===== config.mk =====
export PLATFORM = sky130hd
export DESIGN_NAME = cache_mem_arbiter
export DESIGN_NICKNAME = d
export VERILOG_FILES = /design/src/rtl/cache_mem_arbiter_pkg.sv /design/src/rtl/cache_mem_arbiter.sv
export SDC_FILE = /design/constraint.sdc
export NUM_CORES = 1
export LEC_CHECK = 0
export CORE_AREA = 4 4 537 539
export DETAILED_ROUTE_END_ITERATION = 8
export DIE_AREA = 0 0 541 543
export GPL_ROUTABILITY_DRIVEN = 0
export SLEW_MARGIN = 20
export SYNTH_ARGS = -nofsm -noshare
export SYNTH_HDL_FRONTEND = slang
export SYNTH_SLANG_ARGS = --single-unit

===== constraint.sdc =====
create_clock -name clk -period 2.1 [get_ports clk]
set_clock_uncertainty 0.05 [all_clocks]
set_input_delay 0.21 -clock clk [delete_from_list [all_inputs] [get_ports clk]]
set_output_delay 0.21 -clock clk [all_outputs]
set_load 0.01 [all_outputs]

===== src/rtl/cache_mem_arbiter_pkg.sv =====
// Shared types for the I/D-cache physical-memory arbiter.
// Arbiter states, grant sides and line/address sizes.
package arb_types;

  localparam int ARB_LINE_W = 256;
  localparam int ARB_ADDR_W = 32;

  typedef enum logic [1:0] {
    IDLE,
    I_RD,
    D_RD,
    D_WR
  } arb_state_t;

  typedef enum logic {
    GNT_I,
    GNT_D
  } arb_gnt_t;

  // Side that owns the transaction a busy state represents.
  function automatic arb_gnt_t served_side(
    input arb_state_t s
  );
    return (s == I_RD) ? GNT_I : GNT_D;
  endfunction

  // D-side busy state; a write wins if both flags are raised.
  function automatic arb_state_t d_kind(
    input logic wr
  );
    return wr ? D_WR : D_RD;
  endfunction

endpackage


===== src/rtl/cache_mem_arbiter.sv =====
// Shares one pmem line port between the I-cache and D-cache.
// Ports: clk, rst (sync, active-low); i_pmem_* / d_pmem_* cache sides; pmem_* adaptor side.
module cache_mem_arbiter
  import arb_types::*;
#(
  parameter int LINE_W = ARB_LINE_W,
  parameter int ADDR_W = ARB_ADDR_W
) (
  input  logic              clk,
  input  logic              rst,
  input  logic              i_pmem_read,
  input  logic [ADDR_W-1:0] i_pmem_addr,
  output logic [LINE_W-1:0] i_pmem_rdata,
  output logic              i_pmem_resp,
  input  logic              d_pmem_read,
  input  logic              d_pmem_write,
  input  logic [ADDR_W-1:0] d_pmem_addr,
  input  logic [LINE_W-1:0] d_pmem_wdata,
  output logic [LINE_W-1:0] d_pmem_rdata,
  output logic              d_pmem_resp,
  output logic              pmem_read,
  output logic              pmem_write,
  output logic [ADDR_W-1:0] pmem_addr,
  output logic [LINE_W-1:0] pmem_wdata,
  input  logic [LINE_W-1:0] pmem_rdata,
  input  logic              pmem_resp
);

  arb_state_t state_q;
  arb_state_t state_d;
  arb_gnt_t   last_q;
  arb_gnt_t   last_d;

  logic i_req;
  logic d_req;

  assign i_req = i_pmem_read;
  assign d_req = d_pmem_read | d_pmem_write;

  always_ff @(posedge clk) begin
    if (!rst) begin
      state_q <= IDLE;
      last_q  <= GNT_D;
    end else begin
      state_q <= state_d;
      last_q  <= last_d;
    end
  end

  // On a tie the side that was not served last wins, so two
  // continuous requesters alternate strictly.
  always_comb begin
    state_d = state_q;
    last_d  = last_q;
    unique case (state_q)
      IDLE: begin
        unique case (1'b1)
          (i_req && d_req):
            state_d = (last_q == GNT_I) ?
                      d_kind(d_pmem_write) : I_RD;
          (i_req && !d_req):
            state_d = I_RD;
          (!i_req && d_req):
            state_d = d_kind(d_pmem_write);
          default:
            state_d = IDLE;
        endcase
      end
      default: begin
        if (pmem_resp) begin
          state_d = IDLE;
          last_d  = served_side(state_q);
        end
      end
    endcase
  end

  // Outputs depend on state only, except the response, which is
  // passed through in the same cycle to the granted side.
  always_comb begin
    pmem_read    = 1'b0;
    pmem_write   = 1'b0;
    pmem_addr    = '0;
    pmem_wdata   = '0;
    i_pmem_resp  = 1'b0;
    d_pmem_resp  = 1'b0;
    i_pmem_rdata = pmem_rdata;
    d_pmem_rdata = pmem_rdata;
    unique case (state_q)
      I_RD: begin
        pmem_read   = 1'b1;
        pmem_addr   = i_pmem_addr;
        i_pmem_resp = pmem_resp;
      end
      D_RD: begin
        pmem_read   = 1'b1;
        pmem_addr   = d_pmem_addr;
        d_pmem_resp = pmem_resp;
      end
      D_WR: begin
        pmem_write  = 1'b1;
        pmem_addr   = d_pmem_addr;
        pmem_wdata  = d_pmem_wdata;
        d_pmem_resp = pmem_resp;
      end
      default: ;
    endcase
  end

  // Protocol checks on the cache and adaptor sides.
  always_ff @(posedge clk) begin
    if (rst) begin
      if (state_q == IDLE) begin
        assert (!(d_pmem_read && d_pmem_write))
          else $warning("arb: d read+write together, taken as write");
        assert (!pmem_resp)
          else $warning("arb: pmem_resp while idle, ignored");
      end
      if (state_q == I_RD) begin
        assert (i_pmem_read)
          else $warning("arb: i request dropped before resp");
      end
      if (state_q == D_RD) begin
        assert (d_pmem_read)
          else $warning("arb: d read dropped before resp");
      end
      if (state_q == D_WR) begin
        assert (d_pmem_write)
          else $warning("arb: d write dropped before resp");
      end
    end
  end

endmodule


==> key figures, run 1 <==
Clock network
  • # H-tree levels: 1
  • CTS Hold Buffers Added: 0
  • Clk slew on worst S/H paths: 30 ps
  • Clock buffer count from CTS: 3
  • Clock tree root driver cell: clkbuf_16
  • Skew-Pair Late Insertion Delay: 230 ps
  • Longest Clk Path Bufs: 2
  • TritonCTS clock tree: done
  • Sink Count: 3

Floorplan
  • Die area: 294000 um^2
  • Cell Rows: 196
  • Die H: 543 um
  • Core Region: 284000 um^2
  • Initial Utilization: 0.0223
  • I/O pin total: 1386
  • Die W: 541 um

Placed design
  • Placed Instances: 4749
  • Number of I/O port buffers: 617
  • Dpl hpwl: 214000 um
  • Placed cell area: 15500 um^2

Routing
  • Drt drc: 0
  • Final ANT Viol Nets: 0
  • DRT Pass-1 Iters: 5
  • Iter 0 DRT Violations: 345
  • Final wirelength: 220000 um
  • Post-DR wirelength/cell: 46.1 um
  • Vias/cell: 1.53
  • Vias post-DR: 7295

Critical path
  • Crit path max-delay cell type: dfxtp_4
  • Count of buffer and inverter cells on the critical path: 3
  • Crit-path max cell delay: 350 ps
  • Crit-path max FO: 20
  • WP data required: 1840 ps
  • Worst setup SP type: register
  • Worst Setup End Kind: primary output
  • Crit Path Category: register to primary output
  • Delay-heaviest family, CP: buffers and inverters
  • Worst Path Arrival: 1810 ps
  • Most used cell, CP: buf_12
  • Crit path cell chain: ha_4 > buf_12 > or2_4 > buf_12 > a22oi_2 > nor2_2 > buf_12

Cells and area
  • Proportion of layout cells with a drive suffix above 1: 0.297
  • Most frequent cells in the layout: 391 x clkdlybuf4s50_1, 257 x and2_1, 206 x buf_12
  • Finished Cell Area: 15800 um^2
  • Area grow syn2layout: 149%
  • FILL cells: 33500
  • Fin cells: 4781
  • Most common cell after layout, fill and taps aside: clkdlybuf4s50_1
  • Nets: 1587

Timing
  • Worst rel slew slack: 0.624
  • Final Cycle Share: 0.988
  • Fmax achieved: 0.482 GHz
  • Setup Total Neg Slack: 0 ps
  • Hold slack: 370 ps
  • Worst Tran Pin Value: 562 ps
  • Minimum clock period: 2070 ps
  • Max-slew violations: 0
  • Count of final setup violators: 0
  • Final hold vios: 0
  • RSZ-0062 raised after global routing: true

Run
  • Max-cap violations: 0

Worst hold path
  • HP Class: input port to primary output

Global routing
  • Largest net degree at the start of global routing: 40
  • GR Overflow Total: 0
  • Initial antenna violation count: 174
  • First-pass GRT wire length: 236000 um
  • Total track usage: 0.142
  • Vias in the first global route: 6719

Synthesis
  • Post-synthesis register bit count: 3
  • Synth cell types: 20
  • Yosys warnings: 0
  • Mapped cell area: 6340 um^2
  • Mapped Cells: 897
  • Mapped Nets: 1483
  • Register area share after synthesis: 0.00947
  • Avg Synthesized Cell Area: 7.07 um^2

Power
  • VDD IR max: 0.143 mV
  • LEAKAGE: 4.65 nW
  • Power per cell area: 183 nW/um^2

Outcome
  • Status: finished, final reports clean
## worst paths after layout
path / startpoint / end / slack, ps / depth (start not counted)
hold reg to reg: last_q$_SDFFE_PN1P_ / last_q$_SDFFE_PN1P_ / 450 / 2
hold / removal: pmem_rdata[128] / i_pmem_rdata[128] / 370 / 0
setup / recovery: state_q[0]$_SDFFE_PN0P_ / pmem_addr[20] / 30 / 7
setup reg to reg: state_q[0]$_SDFFE_PN0P_ / state_q[1]$_SDFFE_PN0P_ / 670 / 5
## cell usage after synthesis
master | count | area, um^2
a21oi_1 | 1 | 5.00
o2111ai_1 | 1 | 8.76
nand2b_1 | 1 | 6.26
dfxtp_1 | 3 | 60.1
a22oi_1 | 3 | 22.5
clkbuf_1 | 29 | 109
ha_1 | 4 | 50.1
or2_1 | 1 | 6.26
a22oi_2 | 29 | 363
and2_1 | 258 | 1610
buf_2 | 8 | 40.0
a311oi_1 | 1 | 8.76
inv_1 | 6 | 22.5
nor2_1 | 32 | 120
buf_6 | 3 | 33.8
o21ai_0 | 1 | 5.00
nand2_1 | 2 | 7.51
o41ai_1 | 1 | 8.76
buf_4 | 512 | 3840
o211ai_1 | 1 | 7.51
## state kept, by name (all words and copies together) (netlist names)
signal	count
last_q	1
state_q	2
## area by class of cell
type                    instances  area [um^2]  share of cell area
repair buffers                651         8590               0.544
inverters                       6         22.5             0.00143
well taps                    3762         4710               0.298
multi-input cells             336         2290               0.145
flip-flops and latches          3         65.1             0.00412
clock buffers                   4         78.8             0.00499
diodes                         19         47.5             0.00301
## worst reg2reg max path, delay by kind of cell (launching register included)
kind / cells / cell delay [ps]
DFF: 1 / 360
AOI/OAI and AO/OA: 1 / 360
buffers and inverters: 3 / 350
adders and majority gates: 1 / 200
## power by group
group / switching [mW] / internal (mW)
sequential: 0.00874 / 0.0661
clock: 0.0564 / 0.251
combinational: 1.09 / 1.42
total: 1.15 / 1.74
## per-stage QoR
stage	util	setup slack [ps]	total power, mW
after floorplan	-	539	1.59
after global placement	0.0544	-58.1	2.61
after detailed placement	0.0544	-87.2	2.62
after CTS	0.0551	-34.1	2.98
after global routing	0.0555	-28.7	3.06
final	0.0556	25.1	2.89
## cells by family after synthesis
family / after synthesis / synth area share
buffers and inverters: 558 / 0.638
and+or+nand+nor: 294 / 0.277
AOI/OAI and AO/OA: 38 / 0.0677
adders and majority gates: 4 / 0.00789
DFF: 3 / 0.00947
## metal layers
layer / GRT usage / up-vias / wire length, um
li1: - / 2456 / -
met3: 0.219 / 377 / 73300
met1: 0.0930 / 2829 / 48900
met2: 0.213 / 1581 / 91200
met4: 0.0279 / 52 / 6170
met5: 0.00625 / - / 610
## what timing repair did
| action | CTS | global route |
|---|---|---|
| pin swaps | 4 | 2 |
| gates cloned | 1 | 3 |
| setup buffers | 4 | 1 |
| resized for setup | 16 | 11 |
| setup endpoints to repair | 202 | 14 |
(Power assumes the default switching activity.)
==> run 2, diff against run 1 <==
--- a/config.mk
+++ b/config.mk
@@ -5,11 +5,11 @@
 export SDC_FILE = /design/constraint.sdc
 export NUM_CORES = 1
 export LEC_CHECK = 0
+export ABC_AREA = 0
 export CORE_AREA = 4 4 537 539
 export DETAILED_ROUTE_END_ITERATION = 8
 export DIE_AREA = 0 0 541 543
 export GPL_ROUTABILITY_DRIVEN = 0
-export SLEW_MARGIN = 20
 export SYNTH_ARGS = -nofsm -noshare
 export SYNTH_HDL_FRONTEND = slang
 export SYNTH_SLANG_ARGS = --single-unit
==> results of run 2 <==
The final DEF is identical to that of run 1; final timing and power are the same.
==> run 3, diff against run 2 <==
--- a/config.mk
+++ b/config.mk
@@ -6,9 +6,9 @@
 export NUM_CORES = 1
 export LEC_CHECK = 0
 export ABC_AREA = 0
-export CORE_AREA = 4 4 537 539
+export CORE_AREA = 4 4 533 535
 export DETAILED_ROUTE_END_ITERATION = 8
-export DIE_AREA = 0 0 541 543
+export DIE_AREA = 0 0 537 539
 export GPL_ROUTABILITY_DRIVEN = 0
 export SYNTH_ARGS = -nofsm -noshare
 export SYNTH_HDL_FRONTEND = slang
==> constraint.sdc (replaced) <==
create_clock -name clk -period 1.8 [get_ports clk]
set_clock_uncertainty 0.05 [all_clocks]
set_input_delay 0.18 -clock clk [delete_from_list [all_inputs] [get_ports clk]]
set_output_delay 0.18 -clock clk [all_outputs]
set_load 0.01 [all_outputs]
==> run 3 against run 2 <==
  * The flow now finishes with violations (negative setup slack)
  * Largest cell class unchanged
  * Critical path depth stayed put
  * First-iteration DRC count is 24% higher
  * Hold slack worse by 60 ps
  * Die area is 1.5% lower
==> key figures, run 3 (same netlist as run 1, synthesis figures left out) <==
Outcome
  • Status: finished, violations left
  • Failing checks: negative setup slack

Global routing
  • Initial antenna violation count: 160 (-8.0%)
  • GR Overflow Total: 0 (unchanged)
  • Largest net degree at the start of global routing: 39 (-2.5%)
  • Total track usage: 0.145 (+0.00307)
  • Vias in the first global route: 6817 (+1.5%)
  • First-pass GRT wire length: 238000 um (+0.62%)

Clock network
  • Sink Count: 3 (unchanged)
  • TritonCTS clock tree: done
  • Clock buffer count from CTS: 3 (unchanged)
  • Clock tree root driver cell: clkbuf_16
  • Clk slew on worst S/H paths: 30 ps (about the same)
  • CTS Hold Buffers Added: 0 (unchanged)
  • Skew-Pair Late Insertion Delay: 230 ps (about the same)
  • Longest Clk Path Bufs: 2 (unchanged)
  • # H-tree levels: 1 (unchanged)

Critical path
  • Count of buffer and inverter cells on the critical path: 5 (+2)
  • Crit-path max FO: 8 (-60%)
  • Crit path cell chain: ha_4 > buf_12 > buf_16 > buf_12 > buf_12 > and2_4 > buf_12
  • Crit Path Category: register to primary output
  • Worst setup path endpoint: pmem_wdata[0]
  • Worst Setup End Kind: primary output
  • FF-to-FF End: state_q[1]$_SDFFE_PN0P_
  • R2R setup slack: 210 ps (-460 ps)
  • CP startpoint: state_q[1]$_SDFFE_PN0P_
  • Most used cell, CP: buf_12
  • Reg2Reg Depth: 6 (+1)
  • Delay-heaviest family, CP: buffers and inverters
  • Crit-path max cell delay: 350 ps (about the same)
  • Worst Path Arrival: 1720 ps (-90 ps)
  • WP depth: 7 (unchanged)
  • Crit path max-delay cell type: dfxtp_4
  • Worst setup SP type: register
  • WP data required: 1570 ps (-270 ps)
  • R2R Path Start: state_q[0]$_SDFFE_PN0P_

Floorplan
  • Die area: 289000 um^2 (-1.5%)
  • Cell Rows: 194 (-1.0%)
  • I/O pin total: 1386 (unchanged)
  • Core Region: 279000 um^2 (-1.8%)
  • Initial Utilization: 0.0227 (+0.000407)
  • Die H: 539 um (-0.74%)
  • Die W: 537 um (-0.74%)

Cells and area
  • Util after Layout: 0.0608 (+0.00515)
  • Most common cell after layout, fill and taps aside: clkdlybuf4s50_1
  • Largest register FFs: 2 (unchanged)
  • Largest registers: state_q (2), last_q (1)
  • Nets: 1629 (+2.6%)
  • Finished Cell Area: 17000 um^2 (+7.3%)
  • Most flops, register: state_q
  • Register Area: 67.6 um^2 (+3.8%)
  • Most frequent cells in the layout: 325 x clkdlybuf4s50_1, 224 x buf_12, 195 x and2_4
  • Area grow syn2layout: 167%
  • Multi-input logic area: 2820 um^2 (+23%)
  • FILL cells: 32700 (-2.4%)
  • Proportion of layout cells with a drive suffix above 1: 0.598 (+0.301)

Timing
  • Max-slew violations: 0 (unchanged)
  • Fmax achieved: 0.512 GHz
  • Final hold vios: 0 (unchanged)
  • Worst rel slew slack: 0.710 (+0.0857)
  • Worst Tran Pin Value: 434 ps (-128 ps)
  • Count of final setup violators: 176 (+176)
  • Final Cycle Share: 1.09
  • Hold slack: 310 ps (-60.0 ps)
  • RSZ-0062 raised after global routing: true
  • Minimum clock period: 1950 ps
  • PnR worst setup slack: -154 ps (-179 ps)

Routing
  • Iter 0 DRT Violations: 429 (+24%)
  • Final ANT Viol Nets: 0 (unchanged)
  • Wire length on met1: 47700 um (-2.6%)
  • Final wirelength: 222000 um (+0.97%)
  • Post-DR wirelength/cell: 46.4 um (+0.78%)
  • DRT Pass-1 Iters: 4 (-1)
  • Vias post-DR: 7590 (+4.0%)
  • Vias/cell: 1.58 (+3.8%)
  • WL met3: 77300 um (+5.5%)
  • WL met2: 91300 um (+0.16%)
  • Drt drc: 0 (unchanged)
  • Top Layer Used: met5

Power
  • Power per cell area: 223 nW/um^2 (+21%)
  • Pwr Total: 3.77 mW (+30%)
  • VDD IR max: 0.205 mV (+44%)
  • LEAKAGE: 5.29 nW (+14%)

Run
  • Max-cap violations: 0 (unchanged)

Placed design
  • Placed cell area: 15500 um^2 (+0.49%)
  • Number of I/O port buffers: 617 (unchanged)
  • Dpl hpwl: 215000 um (about the same)

Worst hold path
  • HP Class: input port to primary output
==> run 3: worst min path at each step <==
stage	to	slack [ps]	start	cells after the start
finish	i_pmem_rdata[180]	310	pmem_rdata[180]	0
detailed placement	i_pmem_rdata[180]	310	pmem_rdata[180]	0
CTS	i_pmem_rdata[180]	310	pmem_rdata[180]	0
floorplan	last_q$_SDFFE_PN1P_	220	rst	1
global placement	i_pmem_rdata[180]	310	pmem_rdata[180]	0
global route	d_pmem_rdata[153]	310	pmem_rdata[153]	0
==> run 3: cell type report <==
class                           instances  share of cell area
Sequential cell                         3             0.00399
Timing Repair Buffer                  693               0.545
Multi-Input combinational cell        336               0.166
Inverter                                6             0.00133
Antenna cell                           24             0.00354
Clock buffer                            4             0.00465
Tap cell                             3724               0.275
==> run 3: layer usage <==
layer | vias to the layer above | track usage
li1 | 2550 | -
met1 | 2991 | 0.0912
met2 | 1568 | 0.216
met3 | 391 | 0.238
met4 | 90 | 0.0216
met5 | - | 0.00200
==> run 3: where the power goes <==
| part | switching (mW) | internal (mW) |
|---|---|---|
| Clock | 0.0589 | 0.292 |
| Sequential | 0.0106 | 0.0769 |
| Combinational | 1.39 | 1.94 |
==> run 3: what timing repair did <==
action                                 in CTS  in global routing
setup endpoints to repair                 268                199
setup buffers                               8                 13
endpoints found under the hold margin       0                  0
gates resized for setup                   257                242
gates cloned                                3                 22
pin swaps                                  16                134
==> run 3: through the flow <==
stage,instances,setup TNS (ps),setup slack (ps)
after detailed placement,4723,-12250,-331
after floorplan,897,0,269
after global placement,4723,-9240,-322
after CTS,4737,-20840,-264
after global routing,4770,-21030,-203
final,4790,-12520,-154
